===== src/rtl/ifetch_pkg.sv =====
// Shared definitions for the instruction fetch controller: FSM state
// encoding, opcode constants and the IRAM address width.
package ifetch_pkg;

   localparam int ADDR_W = 8;

   // 3-bit state encoding
   localparam logic [2:0] ST_IDLE   = 3'd0;
   localparam logic [2:0] ST_F_WAIT = 3'd1;
   localparam logic [2:0] ST_F_CAP  = 3'd2;
   localparam logic [2:0] ST_B_WAIT = 3'd3;
   localparam logic [2:0] ST_B_CAP  = 3'd4;
   localparam logic [2:0] ST_HALT   = 3'd5;

   typedef enum logic [2:0] {
      IDLE   = ST_IDLE,
      F_WAIT = ST_F_WAIT,
      F_CAP  = ST_F_CAP,
      B_WAIT = ST_B_WAIT,
      B_CAP  = ST_B_CAP,
      HALT   = ST_HALT
   } state_t;

   // Opcodes the fetch path cares about
   localparam logic [7:0] NOP  = 8'd2;
   localparam logic [7:0] JUMP = 8'd29;
   localparam logic [7:0] JMPZ = 8'd32;
   localparam logic [7:0] JMNZ = 8'd37;

endpackage


===== src/rtl/ifetch_pc.sv =====
// Program counter with hold / increment / load and a bound check against
// PROG_DEPTH. An update whose result is out of range is refused, the PC is
// held and the sticky fault flag is raised instead.
module ifetch_pc
   import ifetch_pkg::*;
#(
   parameter int PROG_DEPTH = 121,
   parameter int RESET_PC   = 0
) (
   input  logic              clk,
   input  logic              rst,
   input  logic              inc,
   input  logic              load,
   input  logic [ADDR_W-1:0] load_val,
   output logic [ADDR_W-1:0] pc,
   output logic              inc_err,
   output logic              load_err,
   output logic              pc_fault
);

   // One extra bit so pc+1 never silently wraps 255 -> 0.
   logic [ADDR_W:0] pc_plus1;
   logic [ADDR_W:0] load_ext;

   // Out-of-range detection for both candidate results, independent of which is chosen
   always_comb begin
      pc_plus1 = {1'b0, pc} + 9'd1;
      load_ext = {1'b0, load_val};
      inc_err  = (pc_plus1 >= 9'(PROG_DEPTH));
      load_err = (load_ext >= 9'(PROG_DEPTH));
   end

   // PC register and sticky fault flag
   // NOTE: sequential state uses non-blocking assignments so every register
   // samples pre-edge values, independent of block evaluation order.
   always_ff @(posedge clk) begin
      if (rst) begin
         pc       <= ADDR_W'(RESET_PC);
         pc_fault <= 1'b0;
      end else if (load) begin
         if (load_err) pc_fault <= 1'b1;
         else          pc       <= load_val;
      end else if (inc) begin
         if (inc_err)  pc_fault <= 1'b1;
         else          pc       <= pc_plus1[ADDR_W-1:0];
      end
   end

endmodule


===== src/rtl/ifetch_ctrl.sv =====
// Instruction fetch controller: sequences IRAM reads for opcode fetches and
// branch operand reads, absorbing the IRAM's one-cycle read latency.
// Optional feature: define IFETCH_PERFCNT_EN to build the fetched-opcode
// counter; otherwise fetch_count is tied to zero.
module ifetch_ctrl
   import ifetch_pkg::*;
#(
   parameter int PROG_DEPTH = 121,
   parameter int RESET_PC   = 0
) (
   input  logic              clk,
   input  logic              rst,
   output logic [ADDR_W-1:0] pc,
   input  logic [7:0]        iram_dout,
   input  logic              fetch_req,
   input  logic              br_req,
   input  logic              br_take,
   output logic              busy,
   output logic [7:0]        ir,
   output logic              ir_valid,
   output logic              br_done,
   output logic [7:0]        br_target,
   output logic              halted,
   output logic              pc_fault,
   output logic [15:0]       fetch_count
);

   state_t state, state_nxt;
   logic   take_q;
   logic   pc_inc, pc_load;
   logic   inc_err, load_err;
   logic   ir_cap, br_cap;

   ifetch_pc #(
      .PROG_DEPTH (PROG_DEPTH),
      .RESET_PC   (RESET_PC)
   ) u_pc (
      .clk      (clk),
      .rst      (rst),
      .inc      (pc_inc),
      .load     (pc_load),
      .load_val (iram_dout),
      .pc       (pc),
      .inc_err  (inc_err),
      .load_err (load_err),
      .pc_fault (pc_fault)
   );

   // State register
   always_ff @(posedge clk) begin
      if (rst) state <= IDLE;
      else     state <= state_nxt;
   end

   // Next-state and PC/capture control
   // NOTE: every signal gets a default first so no path leaves one unassigned
   // and no latch is inferred.
   always_comb begin
      state_nxt = state;
      pc_inc    = 1'b0;
      pc_load   = 1'b0;
      ir_cap    = 1'b0;
      br_cap    = 1'b0;
      case (state)
         IDLE: begin
            // A simultaneous fetch is dropped; the control unit reissues it.
            if (br_req)         state_nxt = B_WAIT;
            else if (fetch_req) state_nxt = F_WAIT;
         end
         F_WAIT: state_nxt = F_CAP;
         F_CAP: begin
            ir_cap = 1'b1;
            if (iram_dout == NOP && pc == ADDR_W'(PROG_DEPTH - 1)) begin
               state_nxt = HALT;
            end else begin
               pc_inc    = 1'b1;
               state_nxt = inc_err ? HALT : IDLE;
            end
         end
         B_WAIT: state_nxt = B_CAP;
         B_CAP: begin
            br_cap = 1'b1;
            if (take_q) begin
               pc_load   = 1'b1;
               state_nxt = load_err ? HALT : IDLE;
            end else begin
               pc_inc    = 1'b1;
               state_nxt = inc_err ? HALT : IDLE;
            end
         end
         HALT:    state_nxt = HALT;
         default: state_nxt = IDLE;
      endcase
   end

   // Opcode / branch-target capture, completion pulses and branch condition latch
   always_ff @(posedge clk) begin
      if (rst) begin
         ir        <= '0;
         ir_valid  <= 1'b0;
         br_done   <= 1'b0;
         br_target <= '0;
         take_q    <= 1'b0;
      end else begin
         ir_valid <= ir_cap;
         br_done  <= br_cap;
         if (ir_cap) ir        <= iram_dout;
         if (br_cap) br_target <= iram_dout;
         if (state == IDLE && br_req) take_q <= br_take;
      end
   end

   // Status outputs decoded from the state register
   always_comb begin
      busy   = (state == F_WAIT) || (state == F_CAP) ||
               (state == B_WAIT) || (state == B_CAP);
      halted = (state == HALT);
   end

`ifdef IFETCH_PERFCNT_EN
   // Saturating count of captured opcodes, advancing together with ir
   always_ff @(posedge clk) begin
      if (rst)                                fetch_count <= '0;
      else if (ir_cap && fetch_count != 16'hFFFF) fetch_count <= fetch_count + 16'd1;
   end
`else
   assign fetch_count = '0;
`endif

endmodule

===== config.mk =====
export PLATFORM = sky130hd
export DESIGN_NAME = ifetch_ctrl
export DESIGN_NICKNAME = d
export VERILOG_FILES = /design/src/rtl/ifetch_pkg.sv /design/src/rtl/ifetch_pc.sv /design/src/rtl/ifetch_ctrl.sv
export SDC_FILE = /design/constraint.sdc
export NUM_CORES = 1
export LEC_CHECK = 0
export BUFFER_PORTS_ARGS = -buffer_cell sky130_fd_sc_hd__buf_2
export CAP_MARGIN = 25
export CORE_MARGIN = 2
export CORE_UTILIZATION = 48
export CTS_BUF_LIST = sky130_fd_sc_hd__clkbuf_2 sky130_fd_sc_hd__clkbuf_4 sky130_fd_sc_hd__clkbuf_8
export CTS_CLUSTER_DIAMETER = 30
export DETAILED_ROUTE_END_ITERATION = 12
export PLACE_DENSITY = 0.77
export SETUP_SLACK_MARGIN = 0.05
export SYNTH_ARGS = -nofsm -noshare
export SYNTH_HDL_FRONTEND = slang
export SYNTH_HIERARCHICAL = 1
export SYNTH_SLANG_ARGS = --single-unit

===== constraint.sdc =====
create_clock -name clk -period 3.4 [get_ports clk]
set_clock_uncertainty 0.15 [all_clocks]
set_input_delay 0.68 -clock clk [delete_from_list [all_inputs] [get_ports clk]]
set_output_delay 0.68 -clock clk [all_outputs]
set_load 0.02 [all_outputs]

# [After elaboration in Yosys (flattened, before gate mapping)]
# Cells that the tools add are included.
[op_classes] n_lt_le_gt_ge=2 eq_ne=11 reduce_logical=10 n_mux=22 addsub=1
[ops] cell="$mux W8" n=4
[ops] cell="$mux W3" n=6
[ops] cell="$pmux W3 S6" n=1
[ops] cell="$mux W1" n=10
[ops] cell="$add A8 B1 Y9 const B" n=1
[ops] cell="$ge A9 B7 Y1 const B" n=1
[ops] cell="$eq A8 B2 Y1 const B" n=1
[ops] cell="$eq A8 B7 Y1 const B" n=1
[ops] cell="$ge A8 B7 Y1 const B" n=1
[ops] cell="$eq A3 B2 Y1 const B" n=2
[ops] cell="$eq A3 B3 Y1 const B" n=2
[ops] cell="$reduce_and A3 Y1" n=2
[ops] cell="$ne A2 B2 Y1 const B" n=2
[ops] cell="$reduce_bool A2 Y1" n=2
[ops] cell="$eq A3 B1 Y1 const B" n=1
[ops] cell="$logic_not A3 Y1" n=1
[ops] cell="$logic_or A1 B1 Y1" n=3
[ops] cell="$ne A3 B3 Y1 const B" n=1
[ops] cell="$logic_and A1 B1 Y1" n=2
[ops] cell="$ne A2 B1 Y1 const B" n=1
[ops] cell="$pmux W1 S2" n=1
[totals] in_bits=13 reg_bits=31 elab_cells=54 output_inout_bits=45

# [Logic depth before layout (Yosys ltp)]
[depth] ltp_word=6 depth_mapped=10 ltp_nobuf=9

# [Hierarchy]
# The synthesis kept the hierarchy.
[modules_own_cells] mod="ifetch_ctrl" cells_per_inst=133 n_inst=1 seq_area_each_um2=440.4 area_per_inst_um2=1044.8
[modules_own_cells] mod="ifetch_pc" cells_per_inst=82 n_inst=1 seq_area_each_um2=180.2 area_per_inst_um2=684.4

# [Worst setup path before layout]
# Ideal clock, no wire load.
[synth_timing] path_kind="input-to-reg" startpoint="input port iram_dout[7]" endpoint="register u_pc.pc[2]" cell_stages=9 setup_slack_ps=620 n_path_buf=1 arrival_ps=2513 path_cell_list="or4b_4 -> nor4_4 -> o22ai_1 -> nor2b_1 -> o21ai_1 -> a31oi_4 -> or2_1 -> buf_6 -> a32o_1"
[synth_via] elab_chain_len=6
[synth_lines] element="from (decl)" line="ifetch_ctrl.sv:14" text="input logic [7:0] iram_dout,"
[synth_lines] element="$eq A8 B2 Y1" line="ifetch_ctrl.sv:73" text="if (iram_dout == NOP && pc == ADDR_W'(PROG_DEPTH - 1)) begin"
[synth_lines] element="$logic_and A1 B1 Y1" line="ifetch_ctrl.sv:73"
[synth_lines] element="$mux W1" line="ifetch_ctrl.sv:73"
[synth_lines] element="$pmux W1 S2" line="ifetch_ctrl.sv:64" text="case (state)"
[synth_lines] element="named net pc_inc" line="ifetch_ctrl.sv:30" text="logic pc_inc, pc_load;"
[synth_lines] element="$reduce_bool A2 Y1 (no source line)"
[synth_lines] element="$reduce_and A3 Y1 (no source line)"
[synth_lines] element="to (signal assigned)" line="ifetch_pc.sv:38" text="pc <= ADDR_W'(RESET_PC);"
[synth_lines] element="to (signal assigned)" line="ifetch_pc.sv:42" text="else pc <= load_val;"
[synth_lines] element="to (signal assigned)" line="ifetch_pc.sv:45" text="else pc <= pc_plus1[ADDR_W-1:0];"
[synth_lines] element="to (decl)" line="ifetch_pc.sv:15" text="output logic [ADDR_W-1:0] pc,"
# The timed path passes the listed nets, and every way through them passes these cells.
# A chain may end at the register's enable or synchronous reset.

# [Worst setup path in the final report]
# Same ends and word-level chain as after synthesis.

==> results.cfg <==
[run_status]
outcome = complete, no violations

[sta]
totalNegativeSetupSlack_ns = 0
fin_crit_sh_pct = 80.5
rsz0062_at_grt = false
setup_violations = 0
tightest_slew_ns = 0.580
fin_crit_ns = 2.74
slew_headroom_pct = 61.4
hold_viol = 0
finalMaxSlewViolations = 0
fmax_mhz = 365

[routing]
ant_nets = 0
drt-total-wl_um = 3860
wl_per_cell_um = 12.9
vias = 1562
viasPerCell = 5.24
first_pass_iters = 4
drt_iter0_drc = 132
drcViolationCount = 0

[hold_path]
holdCritPathClass = reg2reg

[global_route]
grt_usage_pct = 20.2
antenna_found_initial = 0
grt_start_max_net_pins = 29
grt.busiest_layer = met2
grtUsageMet2_pct = 31.4
use_met3_pct = 4.58
grtUsageMet1_pct = 27.3
grt_pass1_wl_um = 6470
grt-ovfl-total = 0
grt_pass1_vias = 1360

[clocking]
insertion_delay_ns = 0.33
root_buffer = clkbuf_4
cts_made_buffers = 5
clock_path_buffers = 2
cts_tree = yes
ctsResizeCount = 0
cts_setup_buffers = 0
numClockSinks = 31
cts_max_level = 2
hold_buffers = 0
clk_pin_slew_worst_paths_ns = 0.10

[cells_and_area]
layout-drive-gt1-share_pct = 25.0
mostFrequentLayoutCells = 46 x nand2_1, 41 x buf_2, 31 x dfxtp_1
regArea_um2 = 621
fin_area_um2 = 1930
nFillCells = 337
final_common_cell = nand2_1
layout.nets = 267
antenna_cells = 0
multi_input_area_um2 = 968
syn2layout_area_growth_pct = 11.6

[worst_setup_path]
crit_chain = buf_2 > or4b_4 > nor4_4 > o22ai_1 > nor2b_1 > o21ai_1 > a31oi_4 > or2_1 > a32o_1
worst-path-max-fanout = 7
worstPathArrival_ns = 2.81
start_kind = input port
worstSetupPathType = in2reg
crit_slowest_cell = or4b_4
path_buf_inv = 1
endpoint_kind = flop
max_stage_delay_ns = 0.54
critical-path-top-delay-family = simple AND/OR/NAND/NOR gates
crit_required_ns = 3.48

[floorplan]
start_util_pct = 51.0
fp.dieW_um = 64.0
dieArea_um2 = 4100
rows = 21
chipHeight_um = 64.0
io_pins = 58
coreArea_um2 = 3390

[pwr]
switching_power_uw = 242
p_seq_share_pct = 52.1
p_clk_share_pct = 28.4
sw_frac_of_total_pct = 31.6
cell_internal_pwr_uw = 523
combPwrFrac_pct = 19.4
p_total_uw = 765
p_leak_nw = 0.806
powerDensity_nw_per_um2 = 396
vdd_drop_max_mv = 0.234

[logic_synthesis]
synth_edf_count = 0
ys_seq_area_share_pct = 35.9
syn_area_per_cell_um2 = 8.04
synth_cells = 215
synth-seq-cells = 31
synthDistinctLibCells = 48
netlist_area_um2 = 1730
yosysWarnings = 6
async_reset_ff_share_pct = 0
synthFlopType = dfxtp_1

[job]
maxCapViolCount = 0

[placed_design]
numPortBuffers = 41
dp_hpwl_um = 2800
post_dp_cell_area_um2 = 1870
gp_congestion = 0.851
## worst min-delay path, cell delays in order (launching register included)
cell and delay, ns:
dfxtp_1 0.31, nand2_1 0.05, a21oi_1 0.05
## metal layers
metal / wire (um) / part of all wire [%] / vias up
met5: 0 / 0 / -
met4: 52 / 1.3 / 0
met3: 239 / 6.2 / 7
met2: 1820 / 47 / 55
met1: 1740 / 45 / 723
li1: - / - / 777
## worst paths after layout
path           startpoint  slack, ns      endpoint  depth (start not counted)
max          iram_dout[7]       0.66    u_pc/pc[2]                          9
min          br_target[0]       0.30  br_target[0]                          2
max reg2reg    u_pc/pc[1]       0.74    u_pc/pc[2]                          8
min reg2reg  br_target[0]       0.30  br_target[0]                          2
## state kept, by name, summed over array words and instances, names as in the netlist
signal / cells
ir: 8
br_done: 1
ir_valid: 1
u_pc/pc_fault: 1
br_target: 8
u_pc/pc: 8
state: 3
take_q: 1
## through the flow
| step | setup WS [ns] | instances | hold slack, ns | util, % |
|---|---|---|---|---|
| 6_report | 0.664 | 298 | 0.303 | 57.0 |
| 5_1_grt | 0.564 | 298 | 0.334 | 57.0 |
| 4_1_cts | 0.680 | 298 | 0.307 | 57.0 |
| 3_5_place_dp | 0.332 | 291 | 0.294 | 55.3 |
| 3_3_place_gp | 0.384 | 291 | 0.288 | 55.3 |
| 2_1_floorplan | 0.620 | 230 | 0.317 | - |
## synthesized netlist by cell type, drive strengths merged (2+ instances only)
cell type  count  area share, %
nand4          2           0.72
nand3          4            1.4
a32o           2            1.2
nand2         47             10
nor2          16            3.5
o22ai          2           0.72
o211ai         5            2.2
and2           2           0.72
a211oi         2            1.4
clkbuf         7            1.5
a21oi         24            7.4
xnor2          2            1.0
nor3           6            2.0
dfxtp         31             36
xor2           4            2.5
nor4           2            1.6
buf           19            8.5
inv            6            1.3
mux2i          3            1.7
or4b           2            1.4
ha             2            1.4
nand2b         4            1.4
nand4bb        2            1.3
o21ai          5            1.4
and3           2           0.80
## power groups by stage
| stage | clock [mW] | combinational (mW) | sequential [mW] |
|---|---|---|---|
| after global placement | 0 | 0.147 | 0.407 |
| after floorplan | 0 | 0.116 | 0.413 |
| final | 0.218 | 0.149 | 0.399 |
| after CTS | 0.223 | 0.148 | 0.398 |
| after detailed placement | 0 | 0.148 | 0.407 |
| after global routing | 0.239 | 0.165 | 0.402 |
## cell type report
type / count / share of cell area (%)
Clock buffer: 6 / 2.66
Clock inverter: 1 / 0.259
Inverter: 6 / 1.17
Multi-Input combinational cell: 167 / 50.2
Sequential cell: 31 / 32.1
Tap cell: 46 / 2.98
Timing Repair Buffer: 41 / 10.6
## logic make-up (layout without fill, tap and decap cells)
family                     count (synthesis)  after routing  share of synthesized area, %
DFF                                       31             31                          35.9
xor gates and xnor gates                   6              6                          3.47
muxes                                      3              3                          1.74
AOI/OAI and AO/OA                         46             46                          18.3
adders and majority gates                  2              2                          1.45
buffers and inverters                     32             54                          11.4
other                                      1             16                         0.217
and+or+nand+nor                           94             94                          27.6
Power figures use the tool's default switching activity.
